<file path="src/rtl/platform_scroller.sv">
// platform_scroller: owns 16 platform slots, scrolls them down per frame and respawns the ones that fall off
// Ports: Clk/Reset_n (async active-low); frame_clk frame tick (synchronised, rise-detected);
//   loadplat requests the initial layout; refresh_en + plat_temp_Y (signed, negative = rising) request a scroll;
//   plat_x_flat/plat_y_flat 9 bits per slot; busy during a walk; update_done pulses when a walk completes;
//   score accumulated scroll distance.
// Optional feature: define PLAT_SCORE_EN to build the score accumulator (otherwise score is 0).
module platform_scroller #(
  parameter int NUM_PLAT = 16,
  parameter int SCREEN_Y_MAX = 479,
  parameter int Y_SPAN = 480,
  parameter int X_MIN = 32,
  parameter int X_MAX = 480,
  parameter int MAX_STEP = 15,
  parameter logic [15:0] SEED = 16'hACE1
) (
  input  logic         Clk,
  input  logic         Reset_n,
  input  logic         frame_clk,
  input  logic         loadplat,
  input  logic         refresh_en,
  input  logic [9:0]   plat_temp_Y,
  output logic [143:0] plat_x_flat,
  output logic [143:0] plat_y_flat,
  output logic         busy,
  output logic         update_done,
  output logic [15:0]  score
);
  typedef enum logic [1:0] {IDLE, INIT, SCROLL} state_t;
  localparam logic [15:0] SEED_R = (SEED == 16'd0) ? 16'hACE1 : SEED;
  localparam logic [8:0] RNG = 9'(X_MAX - X_MIN);
  state_t state_q, state_d;
  logic [2:0] sync_q;
  logic fe_q, done_q, walk_end, start_scroll;
  logic [3:0] idx_q, amt_q, amt_c;
  logic [15:0] lfsr_q;
  logic [8:0] x_q [NUM_PLAT];
  logic [8:0] y_q [NUM_PLAT];
  logic [9:0] neg_c, ny_c;
  logic [8:0] c_c, rx_c, iy_c;

  always_ff @(posedge Clk or negedge Reset_n) begin
    if (!Reset_n) state_q <= IDLE;
    else state_q <= state_d;
  end

  // loadplat wins from any state: starts INIT, aborts SCROLL, restarts INIT
  always_comb begin
    state_d = state_q;
    if (loadplat) state_d = INIT;
    else if (state_q == IDLE) state_d = (fe_q && refresh_en && plat_temp_Y[9]) ? SCROLL : IDLE;
    else if (idx_q == 4'd15) state_d = IDLE;
  end

  always_comb begin
    busy = state_q != IDLE;
    walk_end = busy && !loadplat && idx_q == 4'd15;
    start_scroll = state_q == IDLE && state_d == SCROLL;
    update_done = done_q;
  end

  always_comb begin
    neg_c = -plat_temp_Y;
    amt_c = (neg_c > 10'(MAX_STEP)) ? 4'(MAX_STEP) : neg_c[3:0];
    c_c = lfsr_q[8:0];
    // fold values beyond the span back into range instead of rejecting them
    rx_c = 9'(X_MIN) + ((c_c > RNG) ? c_c - RNG - 9'd1 : c_c);
    ny_c = {1'b0, y_q[idx_q]} + {6'd0, amt_q};
    iy_c = 9'd15 + 9'(idx_q) * 9'd30;
  end

  always_ff @(posedge Clk or negedge Reset_n) begin
    if (!Reset_n) begin
      sync_q <= '0;
      fe_q <= 1'b0;
      lfsr_q <= SEED_R;
      idx_q <= '0;
      amt_q <= '0;
      done_q <= 1'b0;
      for (int k = 0; k < NUM_PLAT; k++) begin
        x_q[k] <= '0;
        y_q[k] <= '0;
      end
    end else begin
      // two synchroniser flops plus one history flop; the edge itself is registered too
      sync_q <= {sync_q[1:0], frame_clk};
      fe_q <= sync_q[1] & ~sync_q[2];
      lfsr_q <= {lfsr_q[14:0], lfsr_q[15] ^ lfsr_q[13] ^ lfsr_q[12] ^ lfsr_q[10]};
      idx_q <= (!busy || loadplat) ? 4'd0 : idx_q + 4'd1;
      done_q <= walk_end;
      if (start_scroll) amt_q <= amt_c;
      if (busy && !loadplat) begin
        if (state_q == INIT) begin
          y_q[idx_q] <= iy_c;
          x_q[idx_q] <= rx_c;
        end else if (ny_c > 10'(SCREEN_Y_MAX)) begin
          y_q[idx_q] <= 9'(ny_c - 10'(Y_SPAN));
          x_q[idx_q] <= rx_c;
        end else y_q[idx_q] <= ny_c[8:0];
      end
    end
  end

`ifdef PLAT_SCORE_EN
  logic [15:0] score_q;
  always_ff @(posedge Clk or negedge Reset_n) begin
    if (!Reset_n) score_q <= '0;
    else if (start_scroll) score_q <= score_q + {12'd0, amt_c};
  end
  assign score = score_q;
`else
  assign score = 16'd0;
`endif

  for (genvar i = 0; i < NUM_PLAT; i++) begin : g_pack
    assign plat_x_flat[9*i +: 9] = x_q[i];
    assign plat_y_flat[9*i +: 9] = y_q[i];
  end
endmodule

</file>
<file path="config.mk">
export PLATFORM = sky130hd
export DESIGN_NAME = platform_scroller
export DESIGN_NICKNAME = d
export VERILOG_FILES = /design/src/rtl/platform_scroller.sv
export SDC_FILE = /design/constraint.sdc
export NUM_CORES = 1
export LEC_CHECK = 0
export CORE_ASPECT_RATIO = 1.4
export CORE_MARGIN = 3
export CORE_UTILIZATION = 49
export CTS_CLUSTER_SIZE = 20
export DETAILED_ROUTE_END_ITERATION = 8
export PLACE_DENSITY = 0.77
export SYNTH_ARGS = -nofsm -noshare
export SYNTH_HDL_FRONTEND = slang
export SYNTH_SLANG_ARGS = --single-unit
</file>
<file path="constraint.sdc">
create_clock -name Clk -period 9.6 [get_ports Clk]
set_input_delay 1.44 -clock Clk [delete_from_list [all_inputs] [get_ports Clk]]
set_output_delay 1.44 -clock Clk [all_outputs]
set_load 0.01 [all_outputs]
</file>
### Word-level counts from Yosys, hierarchy flattened

Index checks and enable logic that the tools add are counted.

* word-level logic and storage cells: 95
* register bits after elaboration: 319
* bits of input ports: 15

* equal/unequal tests: 3
* reductions and logical operators: 13
* multiply operators: 1
* add/sub/neg operators: 8
* bitwise logic cells: 6
* multiplexer cells: 20
* $lt $le $gt $ge: 5

Operators by type and width (number)
* bitwise mux 144 bit: 4
* two-way mux 144 bit: 4
* binary-select mux 9 bit (select 4 bit): 1
* demux 9 bit (select 4 bit): 1
* two-way mux 9 bit: 4
* subtractor 9 bit, second input constant: 2
* adder 9 x 4 -> 10 bit: 1
* greater-than comparator 10 x 4 -> 1 bit, second input constant: 1
* greater-than comparator 10 x 9 -> 1 bit, second input constant: 1
* negation 10 bit: 1
* adder 4 x 9 -> 9 bit, first input constant: 1
* adder 6 x 9 -> 9 bit, first input constant: 1
* greater-than comparator 9 bit, second input constant: 1
* subtractor 9 x 1 -> 9 bit, second input constant: 1
* multiplier 4 x 4 -> 8 bit, second input constant: 1
* two-way mux 2 bit: 4
* two-way mux 4 bit: 2
* logical AND 1 bit: 6
* >= comparator 5 bit, second input constant: 1
* less-than comparator 5 x 1 -> 1 bit, second input constant: 1
* NOT 4 -> 5 bit: 1
* adder 4 x 1 -> 4 bit, second input constant: 1
* == test 4 bit, second input constant: 1
* nonzero test 2 bit: 2
* other kinds (9): 12

### Longest topological paths before layout

* word-level depth: 9
* mapped depth: 21

### Least setup slack after synthesis

Ideal clock, no wire load.

* kind: register -> register
* start point: register idx_q[0]
* end point: register y_q, in the netlist plat_y_flat[124]
* arrival time: 5661 ps
* library setup time: 135 ps
* period minus slack after synthesis: 5795 ps
* required time: 9465 ps
* path buffers: 7
* stages on the path, launching flop included: 21
* path slack: 3805 ps
* cells stage by stage: dfrtp_1 -> buf_6 -> buf_12 -> buf_12 -> buf_2 -> clkbuf_1 -> mux4_2 -> mux4_2 -> ha_1 -> a211o_1 -> a21oi_1 -> a21oi_2 -> xnor2_1 -> clkbuf_1 -> ha_1 -> inv_1 -> o21bai_1 -> o211ai_1 -> a21oi_1 -> buf_2 -> o41ai_1

* word-level cells in the longest chain between the ends: 9
* elaborated cells on any way between the ends: 19

RTL lines
* start: declaration: line 34 `logic [3:0] idx_q, amt_q, amt_c;`
* start signal: assignment: line 88 `idx_q <= (!busy || loadplat) ? 4'd0 : idx_q + 4'd1;`
* NOT 4 -> 5 bit (not written as such)
* binary-select mux 9 bit (select 4 bit): line 67 `ny_c = {1'b0, y_q[idx_q]} + {6'd0, amt_q};`
* two-way mux 9 bit (not written as such) (2 in series): line 67
* adder 9 x 4 -> 10 bit: line 67
* subtractor 9 bit: line 96 `y_q[idx_q] <= 9'(ny_c - 10'(Y_SPAN));`
* bitwise mux 144 bit: line 96
* two-way mux 144 bit: line 95 `end else if (ny_c > 10'(SCREEN_Y_MAX)) begin`
* two-way mux 144 bit (*): line 92 `if (state_q == INIT) begin`
* end signal: indexed assignment: line 93 `y_q[idx_q] <= iy_c;`
* end signal: indexed assignment: line 96
* end signal: indexed assignment: line 98 `end else y_q[idx_q] <= ny_c[8:0];`
* end: declaration: line 37 `logic [8:0] y_q [NUM_PLAT];`

Every way passes the cells marked *; elsewhere a longest branch is shown, timed or not. The select of a mux whose other input is x is not followed.
A chain may end at the register's enable or synchronous reset.

### Final worst setup path

* start point: register idx_q[0]
* end point: register y_q, in the netlist plat_y_flat[61]

The elaborated chain is that of the path after synthesis.

==> flow_metrics.tcl <==
set metrics [dict create \
    initial_core_util_pct 50.2 \
    layout.nets 1610 \
    std_cell_rows 76 \
    num_vias 12200 \
    cts_max_level 2 \
    grt_pass1_vias 12500 \
    final.setup.tns_ns 0 \
    synth-main-ff-cell "dfrtp_1" \
    synth_edf_count 0 \
    synth_common_cells "311 x dfrtp_1, 117 x mux2_1, 114 x nand2_1, 71 x clkbuf_1, 57 x nand3_1" \
    hold_path_class "flip-flop to flip-flop" \
    cts_buffers 34 \
    yosysUniqueCellTypes 69 \
    dieHeight_um 217 \
    track_usage_pct 28.7 \
    portBuffers 304 \
    cap_viol_max_count 0 \
    crit_arrival_ns 5.78 \
    vdd_drop_max_mv 0.178 \
    crit_path_max_fanout 45 \
    crit_required_ns 9.95 \
    synth_largest_area_cell "dfrtp_1" \
    syn_inst 1314 \
    root_buffer "clkbuf_16" \
    critPathCaptureType "flip-flop" \
    rsz0062_at_grt "no" \
    power_density_mw_per_mm2 191 \
    maxSlewHeadroom_pct 8.80 \
    outcome "finished clean" \
    finalHoldViolCount 0 \
    grt_pass1_wl_mm 75.6 \
    diodes 0 \
    vias_per_cell 6.16 \
    setup_viol 0 \
    gr-total-overflow 0 \
    synthTopCellsByArea "dfrtp_1 50%, mux2_1 8.5%, mux4_2 3.8%, nand2_1 2.8%, ha_1 2.1%" \
    fin_util_pct 63.9 \
    yosysTopAreaCellShare_pct 50.1 \
    layout-drive-gt1-share_pct 10.4 \
    first_pass_iters 6 \
    dpl.hpwl_mm 34.7 \
    fin_skew_ns 0.0228 \
    cts_tree "built" \
    routed_wl_mm 48.8 \
    fin_crit_ns 5.43 \
    antenna_found_initial 0 \
    cts_setup_buffers 0 \
    drc_errors 0 \
    drt_iter0_markers 1000 \
    ant_nets 0 \
    clk_pin_slew_ns 0.06 \
    placed_cells 1917 \
    cts.repair.resized 0 \
    hold_ws_ns 0.355 \
    hold_buffers 0 \
    yosys_warnings 0 \
    total_leakage_power_uw 0.00886 \
    io_pins 321 \
    dieArea_mm2 0.0339 \
    layoutNonFillerInstCount 1976 \
    ys_seq_area_share_pct 51.4 \
    grt_max_degree 86 \
    clock-sinks 319 \
    syn_area_per_cell_um2 11.8 \
    worstSkewPairLatency_ns 0.53 \
    ys_ff_latch 319 \
    critPathKind "flip-flop to flip-flop" \
    synth-async-reset-ratio_pct 100 \
    fin_crit_sh_pct 56.6 \
    yosysMostFrequentCell "dfrtp_1" \
    area_growth_pct 27.4 \
    synth_area_mm2 0.0155 \
    fp.dieW_um 157 \
    fmax_mhz 184 \
    clockBufferDepth 3 \
    tightest_slew_ns 1.36 \
    wl_per_cell_um 24.7 \
    globalplace.congestion 0.906 \
    fp.coreArea_mm2 0.0310 \
    finalMaxSlewViolations 0 \
    startpoint_type "flip-flop" \
]
## layer usage
metal / routed length, µm / part of all wire, % / vias to the layer above / GRT usage, %
met2: 23600 / 48 / 648 / 46.5
met1: 18200 / 37 / 6109 / 36.1
met3: 4920 / 10 / 110 / 8.61
met4: 2160 / 4.4 / 0 / 11.4
met5: 0 / 0 / - / 0
li1: - / - / 5302 / -
## logic make-up after synthesis
family	share of synthesized area, %
AOI/OAI and AO/OA	13.2
buffers and inverters	4.47
and+or+nand+nor	9.72
muxes	16.7
DFF	51.4
xor gates and xnor gates	1.61
adders and majority gates	2.86
other	0.0241
## state kept, by name, indices dropped and copies added (netlist names)
register,flops
lfsr_q,16
update_done,1
fe_q,1
state_q,2
idx_q,4
sync_q,3
amt_q,4
plat_y_flat,144
plat_x_flat,144
## worst max-delay path, cell delays in order, from the launching register on
cell      delay (ns)
dfrtp_2         0.34
buf_4           0.62
mux4_2          0.65
mux4_2          0.50
ha_1            0.34
o21a_1          0.19
a21oi_1         0.64
a21oi_2         0.13
xnor2_1         0.19
ha_1            0.21
inv_1           0.05
o21bai_1        0.09
nor3_2          1.02
o41ai_1         0.21
## worst paths after layout
path                            startpoint          endpoint  slack [ns]  cells past startpoint
max in group asynchronous          Reset_n              fe_q        6.25                      3
worst min register to register   lfsr_q[9]        lfsr_q[10]        0.36                      0
worst max-delay path              idx_q[0]   plat_y_flat[61]        4.17                     13
worst max register to register    idx_q[0]   plat_y_flat[61]        4.17                     13
worst min-delay path             lfsr_q[9]        lfsr_q[10]        0.36                      0
min in group asynchronous          Reset_n  plat_x_flat[101]        0.92                      1
## per-stage QoR
step / power (µW) / setup WS (ns) / area, µm²
2_1_floorplan: 2010 / 3.80 / 15600
3_3_place_gp: 2420 / 4.26 / 18700
3_5_place_dp: 2440 / 4.24 / 18700
4_1_cts: 3790 / 4.24 / 19800
5_1_grt: 3910 / 3.89 / 19800
6_report: 3780 / 4.17 / 19800
## placed cells by master, fill, tap and decap left out, types with 13 or more instances in the layout
cell,synthesis,final
nand4_1,20,20
a31o_1,13,13
clkdlybuf4s50_1,0,303
dfrtp_1,311,309
a211oi_1,16,16
nand3_1,57,57
o22ai_1,18,18
a221o_1,16,16
and3_1,19,19
a22oi_1,17,17
a21oi_1,29,28
mux2_2,28,28
inv_1,14,14
mux2i_1,16,16
o211ai_1,29,29
nor2_1,44,43
mux4_2,26,26
xnor2_1,15,15
nor2b_1,19,19
ha_1,26,26
conb_1,1,16
o21a_1,32,32
nor3_1,22,22
mux2_1,117,117
clkbuf_16,0,35
o41ai_1,13,13
nand2_1,114,114
o21ai_0,56,56
buf_4,19,21
## power breakdown
group          internal (µW)  total [µW]  switching, µW
combinational            377         862            484
sequential              1450        1560            108
clock                    810        1350            545
## layout make-up
class | instances | area, µm²
Fill cell | 2395 | 11200
Tap cell | 390 | 488
Multi-Input combinational cell | 868 | 6940
Inverter | 15 | 56.3
Clock buffer | 46 | 957
Timing Repair Buffer | 325 | 3210
Sequential cell | 319 | 8000
Clock inverter | 13 | 175
Note: power is estimated with default switching activity, not from simulation.
